## src/rtl/controlador_dispensador.sv

```systemverilog
// Vending-machine control stage after the coin adder: price check, dispense, change and refund.
// Optional idle-credit timeout refund enabled by defining DISPENSADOR_TIMEOUT_EN.
module controlador_dispensador #(
  parameter int unsigned PRECIO0        = 100,
  parameter int unsigned PRECIO1        = 150,
  parameter int unsigned PRECIO2        = 200,
  parameter int unsigned PRECIO3        = 250,
  parameter int unsigned DISP_CYCLES    = 4,
  parameter int unsigned TIMEOUT_CYCLES = 1000
) (
  input  logic        clk,
  input  logic        rst,
  input  logic [11:0] monto,
  input  logic [1:0]  sel,
  input  logic        comprar,
  input  logic        cancelar,
  output logic        enable,
  output logic        clr_monto,
  output logic        dispensar,
  output logic [1:0]  producto,
  output logic [11:0] vuelto,
  output logic        vuelto_valid,
  output logic        error_fondos
);

  localparam int unsigned MW = 12;
  localparam int unsigned SW = 2;
  localparam int unsigned CW = 16;

  typedef enum logic [2:0] {
    IDLE     = 3'd0,
    CHECK    = 3'd1,
    DISPENSE = 3'd2,
    CHANGE   = 3'd3,
    REFUND   = 3'd4,
    FAIL     = 3'd5
  } estado_t;

  estado_t        estado, estado_d;
  logic [MW-1:0]  monto_q, monto_q_d;
  logic [SW-1:0]  sel_q, sel_q_d;
  logic [CW-1:0]  cnt, cnt_d;
  logic [MW-1:0]  precio;
  logic           vencido;

  logic           enable_d, clr_monto_d, dispensar_d, vuelto_valid_d, error_fondos_d;
  logic [SW-1:0]  producto_d;
  logic [MW-1:0]  vuelto_d;

  // Price lookup for the latched selector
  always_comb begin
    precio = MW'(PRECIO0);
    case (sel_q)
      2'd0: precio = MW'(PRECIO0);
      2'd1: precio = MW'(PRECIO1);
      2'd2: precio = MW'(PRECIO2);
      2'd3: precio = MW'(PRECIO3);
      default: precio = MW'(PRECIO0);
    endcase
  end

`ifdef DISPENSADOR_TIMEOUT_EN
  logic [CW-1:0] to_cnt, to_cnt_d;
  logic          esperando;

  // Idle credit sitting with no request counts toward an automatic refund
  assign esperando = (estado == IDLE) && (monto != '0) && !comprar && !cancelar;
  assign vencido   = esperando && (to_cnt == CW'(TIMEOUT_CYCLES - 1));

  always_comb begin
    to_cnt_d = '0;
    if (esperando) to_cnt_d = to_cnt + CW'(1);
  end

  always_ff @(posedge clk or negedge rst) begin
    if (!rst) to_cnt <= '0;
    else      to_cnt <= to_cnt_d;
  end
`else
  logic unused_timeout;
  assign unused_timeout = ^32'(TIMEOUT_CYCLES);
  assign vencido        = 1'b0;
`endif

  // Next state, latched operands and next values of the registered outputs
  always_comb begin
    estado_d   = estado;
    monto_q_d  = monto_q;
    sel_q_d    = sel_q;
    cnt_d      = cnt;
    producto_d = producto;
    vuelto_d   = vuelto;

    case (estado)
      IDLE: begin
        if (cancelar || vencido) begin
          estado_d = REFUND;
          vuelto_d = monto;
        end else if (comprar) begin
          estado_d  = CHECK;
          monto_q_d = monto;
          sel_q_d   = sel;
        end
      end
      CHECK: begin
        if (monto_q >= precio) begin
          estado_d   = DISPENSE;
          cnt_d      = CW'(DISP_CYCLES - 1);
          producto_d = sel_q;
        end else begin
          estado_d = FAIL;
        end
      end
      DISPENSE: begin
        if (cnt == '0) begin
          estado_d = CHANGE;
          vuelto_d = monto_q - precio;
        end else begin
          cnt_d = cnt - CW'(1);
        end
      end
      CHANGE:  estado_d = IDLE;
      REFUND:  estado_d = IDLE;
      FAIL:    estado_d = IDLE;
      default: estado_d = IDLE;
    endcase

    enable_d       = (estado_d == IDLE);
    dispensar_d    = (estado_d == DISPENSE);
    vuelto_valid_d = (estado_d == CHANGE) || (estado_d == REFUND);
    clr_monto_d    = vuelto_valid_d;
    error_fondos_d = (estado_d == FAIL);
  end

  // State, operand and output registers
  always_ff @(posedge clk or negedge rst) begin
    if (!rst) begin
      estado       <= IDLE;
      monto_q      <= '0;
      sel_q        <= '0;
      cnt          <= '0;
      enable       <= 1'b1;
      clr_monto    <= 1'b0;
      dispensar    <= 1'b0;
      producto     <= '0;
      vuelto       <= '0;
      vuelto_valid <= 1'b0;
      error_fondos <= 1'b0;
    end else begin
      estado       <= estado_d;
      monto_q      <= monto_q_d;
      sel_q        <= sel_q_d;
      cnt          <= cnt_d;
      enable       <= enable_d;
      clr_monto    <= clr_monto_d;
      dispensar    <= dispensar_d;
      producto     <= producto_d;
      vuelto       <= vuelto_d;
      vuelto_valid <= vuelto_valid_d;
      error_fondos <= error_fondos_d;
    end
  end

endmodule

```

## config.mk

```make
export PLATFORM = sky130hd
export DESIGN_NAME = controlador_dispensador
export DESIGN_NICKNAME = d
export VERILOG_FILES = /design/src/rtl/controlador_dispensador.sv
export SDC_FILE = /design/constraint.sdc
export NUM_CORES = 1
export LEC_CHECK = 0
export CAP_MARGIN = 20
export CORE_MARGIN = 2
export CORE_UTILIZATION = 55
export DETAILED_ROUTE_END_ITERATION = 10
export GPL_ROUTABILITY_DRIVEN = 0
export PLACE_DENSITY = 0.89
export SLEW_MARGIN = 30
export SYNTH_ARGS = -nofsm -noshare
export SYNTH_HDL_FRONTEND = slang
export SYNTH_SLANG_ARGS = --single-unit
```

## constraint.sdc

```tcl
create_clock -name clk -period 2.8 [get_ports clk]
set_input_delay 0.28 -clock clk [delete_from_list [all_inputs] [get_ports clk]]
set_output_delay 0.28 -clock clk [all_outputs]
set_load 0.02 [all_outputs]
```

==> results by group <==
Die
  • Initial Util: 57.7%
  • Die area: 5570 sq um
  • Num rows: 25
  • Die X: 74.6 microns
  • Core Area: 4750 sq um
  • Chip height: 74.6 microns
  • I/O Pins: 37

Synthesis
  • Seq/Total Area, Yosys: 46.6%
  • Cell count after synthesis: 279
  • Post-synthesis adder-cell area fraction: 6.20%
  • Xor and xnor area share after synthesis: 1.92%
  • Syn_nets: 310
  • Synth cell count leaders: dfrtp_1, nand2_1, a21oi_1, o21ai_0
  • Synth unique cells: 43
  • Post-synth EDFFs: 0
  • Main flop type after synthesis: dfrtp_1
  • Syn Area/Cell: 9.83 sq um
  • Post-synth ARST share: 100%
  • Count leader, synth: dfrtp_1
  • YS warnings: 0
  • Synth Area in Compound Gates: 17.3%
  • Largest family of logic cells by synthesized area: simple AND/OR/NAND/NOR gates
  • Area leader, netlist: dfrtp_1
  • Synth Area in Simple Gates: 18.5%
  • Post-synthesis mux area share: 6.48%
  • Yosys top cell area share: 45.6%
  • FF+latch count, synth: 51
  • Post-Syn Area: 2740 sq um
  • Synth top area cells: dfrtp_1, mux2_2, ha_1, a21oi_1, o21ai_0

Timing
  • Clock Skew: 6.81 ps
  • Max-slew headroom: 51.8%
  • Final period util: 96.0%
  • Final Max Tran Viols: 0
  • Fmax: 0.372 GHz
  • # setup viols final: 0
  • Setup TNS: 0 ps
  • Final Hold Viols: 24
  • Clock period minus worst slack: 2690 ps
  • Worst slew pin tran: 716 ps
  • Final hold slack: -9.92 ps

Power
  • Max VDD drop: 0.596 mV
  • Seq pwr share: 28.5%
  • Net Sw Power: 2100 uW
  • Clock share of power: 10.4%
  • Leakage power: 0.00146 uW
  • Internal cell power: 2630 uW
  • Sw frac: 44.4%
  • Combinational share of power: 61.1%
  • PD cells: 1380 nW/um^2
  • Total power: 4730 uW

Setup path
  • R2R depth: 11
  • Sequence of cells on the critical path: inv_2 > ha_1 > nor2_1 > ha_2 > nand4b_1 > nand3_2 > a221oi_4 > a31o_2 > buf_12 > or4_1 > a21oi_1
  • Worst Path Max Fanout: 29
  • Crit path launch type: flop
  • Bufs and invs on worst path: 2
  • Worst EP required: 3030 ps
  • R2R setup slack: 110 ps
  • Crit-path leading delay family: simple AND/OR/NAND/NOR gates
  • Worst endpoint data arrival time: 2920 ps
  • Crit path depth: 11
  • CP Class: flop to flop
  • Max incr delay on CP: 480 ps
  • Slowest-stage cell, CP: or4_1
  • CP Capture Type: flop

CTS
  • CTS tree: done
  • Clock-pin slew on the worst setup and hold paths: 90 ps
  • Clock buffer depth: 2
  • CTS HTree Levels: 2
  • Root buffer cell: clkbuf_8
  • Clk sink count: 51
  • Number of CTS-inserted buffers: 5
  • Clock Latency Late Sink: 300 ps

GRT
  • Largest net degree at the start of global routing: 52
  • Initial antenna violation count: 0
  • Total track usage: 23.6%
  • Number of global-route vias before repair: 2,164
  • Final global-route overflow total: 0
  • First-pass GRT wire length: 10,100 microns

Status
  • Failing checks: negative hold slack
  • Outcome: finished, violations left

Placement
  • Post-DP HPWL: 4300 microns
  • Cell Area, Placed: 3210 sq um
  • Input/output buffers: 36

Route
  • Via count: 2,368
  • DR WL/cell: 17.0 microns
  • Wire length reported by the detailed router: 6640 microns
  • TritonRoute pass-1 iters: 5
  • ANT nets after route: 0
  • Via density: 6.07
  • Drt initial violations: 375
  • DR DRC count: 0

Job
  • Max-cap viol count: 0

Final layout
  • Layout Area Growth over Synthesis: 25.1%
  • Nets: 354
  • Register area: 1280 sq um
  • Layout cells sized above 1: 16.1%
  • Fin area: 3430 sq um
  • Multi-input logic area: 1480 sq um
  • Diode count: 0
  • Final core occ: 72.2%
  • Fillers: 355

Hold path
  • HP Class: input pin to async pin
==> stage by stage <==
step	worst slack (ps)	cells
final	113	390
after detailed placement	-26.8	380
after global placement	112	380
after global routing	-40.7	390
after floorplan	191	279
after CTS	37.4	387
==> cells by family after synthesis <==
logic type,after synthesis
simple gates,96
xor+xnor,6
compound gates,77
mux,16
buf+inv,20
fa+ha+maj,13
flops,51
==> final cells by class <==
class | instances | area share [%]
Inverter | 10 | 1.09
Timing Repair Buffer | 47 | 13.2
Clock buffer | 6 | 2.12
Sequential cell | 51 | 37.2
Clock inverter | 1 | 0.875
Multi-Input combinational cell | 208 | 43.0
Tap cell | 67 | 2.44
==> routing by layer <==
layer	track usage (%)	vias to the layer above	share of wire, %
li1	-	1112	-
met3	3.75	21	6.1
met5	0	-	0
met4	8.53	0	2.8
met1	31.9	1118	43
met2	38.6	117	48
==> worst paths after layout <==
check,startpoint,endpoint
setup / recovery,sel_q[0],cnt[9]
hold / removal,rst,monto_q[0]
setup reg to reg,sel_q[0],cnt[9]
hold reg to reg,vuelto[11],vuelto[11]
max in group asynchronous,rst,cnt[10]
min in group clk,vuelto[11],vuelto[11]
==> sequential cells by signal, summed over array words and instances (netlist names) <==
name and cells:
cnt 16, monto_q 12, vuelto 12, estado 3, producto 2, sel_q 2
dispensar 1, enable 1, error_fondos 1, vuelto_valid 1
==> worst register-to-register path: stages, from the launching register on <==
cell and delay (ps):
dfrtp_1 420, inv_2 140, ha_1 170, nor2_1 60, ha_2 400, nand4b_1 140, nand3_2 120, a221oi_4 80
a31o_2 290, buf_12 160, or4_1 480, a21oi_1 150
==> power by group through the flow <==
| stage | Sequential (uW) | Clock [uW] | Combinational [uW] |
|---|---|---|---|
| finish | 1350 | 491 | 2890 |
| detailed placement | 1340 | 0 | 2460 |
| floorplan | 1420 | 0 | 1600 |
| CTS | 1330 | 500 | 2540 |
| global placement | 1320 | 0 | 2370 |
| global route | 1390 | 525 | 3120 |
==> placed cells by master, fill, tap and decap left out, drive strengths merged, types with 3 or more instances in the layout <==
master / instances
dfrtp: 50
clkdlybuf4s50: 35
nand2: 28
o21ai: 23
a21oi: 23
or3: 16
mux2: 14
nor2: 14
buf: 12
ha: 12
inv: 10
nor3: 9
or4: 9
o31ai: 8
xnor2: 6
nand3: 6
clkbuf: 6
a21o: 4
o21a: 3
o221ai: 3
o211ai: 3
==> timing repair <==
item,in CTS,in global routing
pin swaps,0,1
hold buffers,0,0
resized for setup,3,14
buffers inserted,0,3
setup endpoints to repair,4,16
No activity file was read; power rests on OpenSTA's default activity.
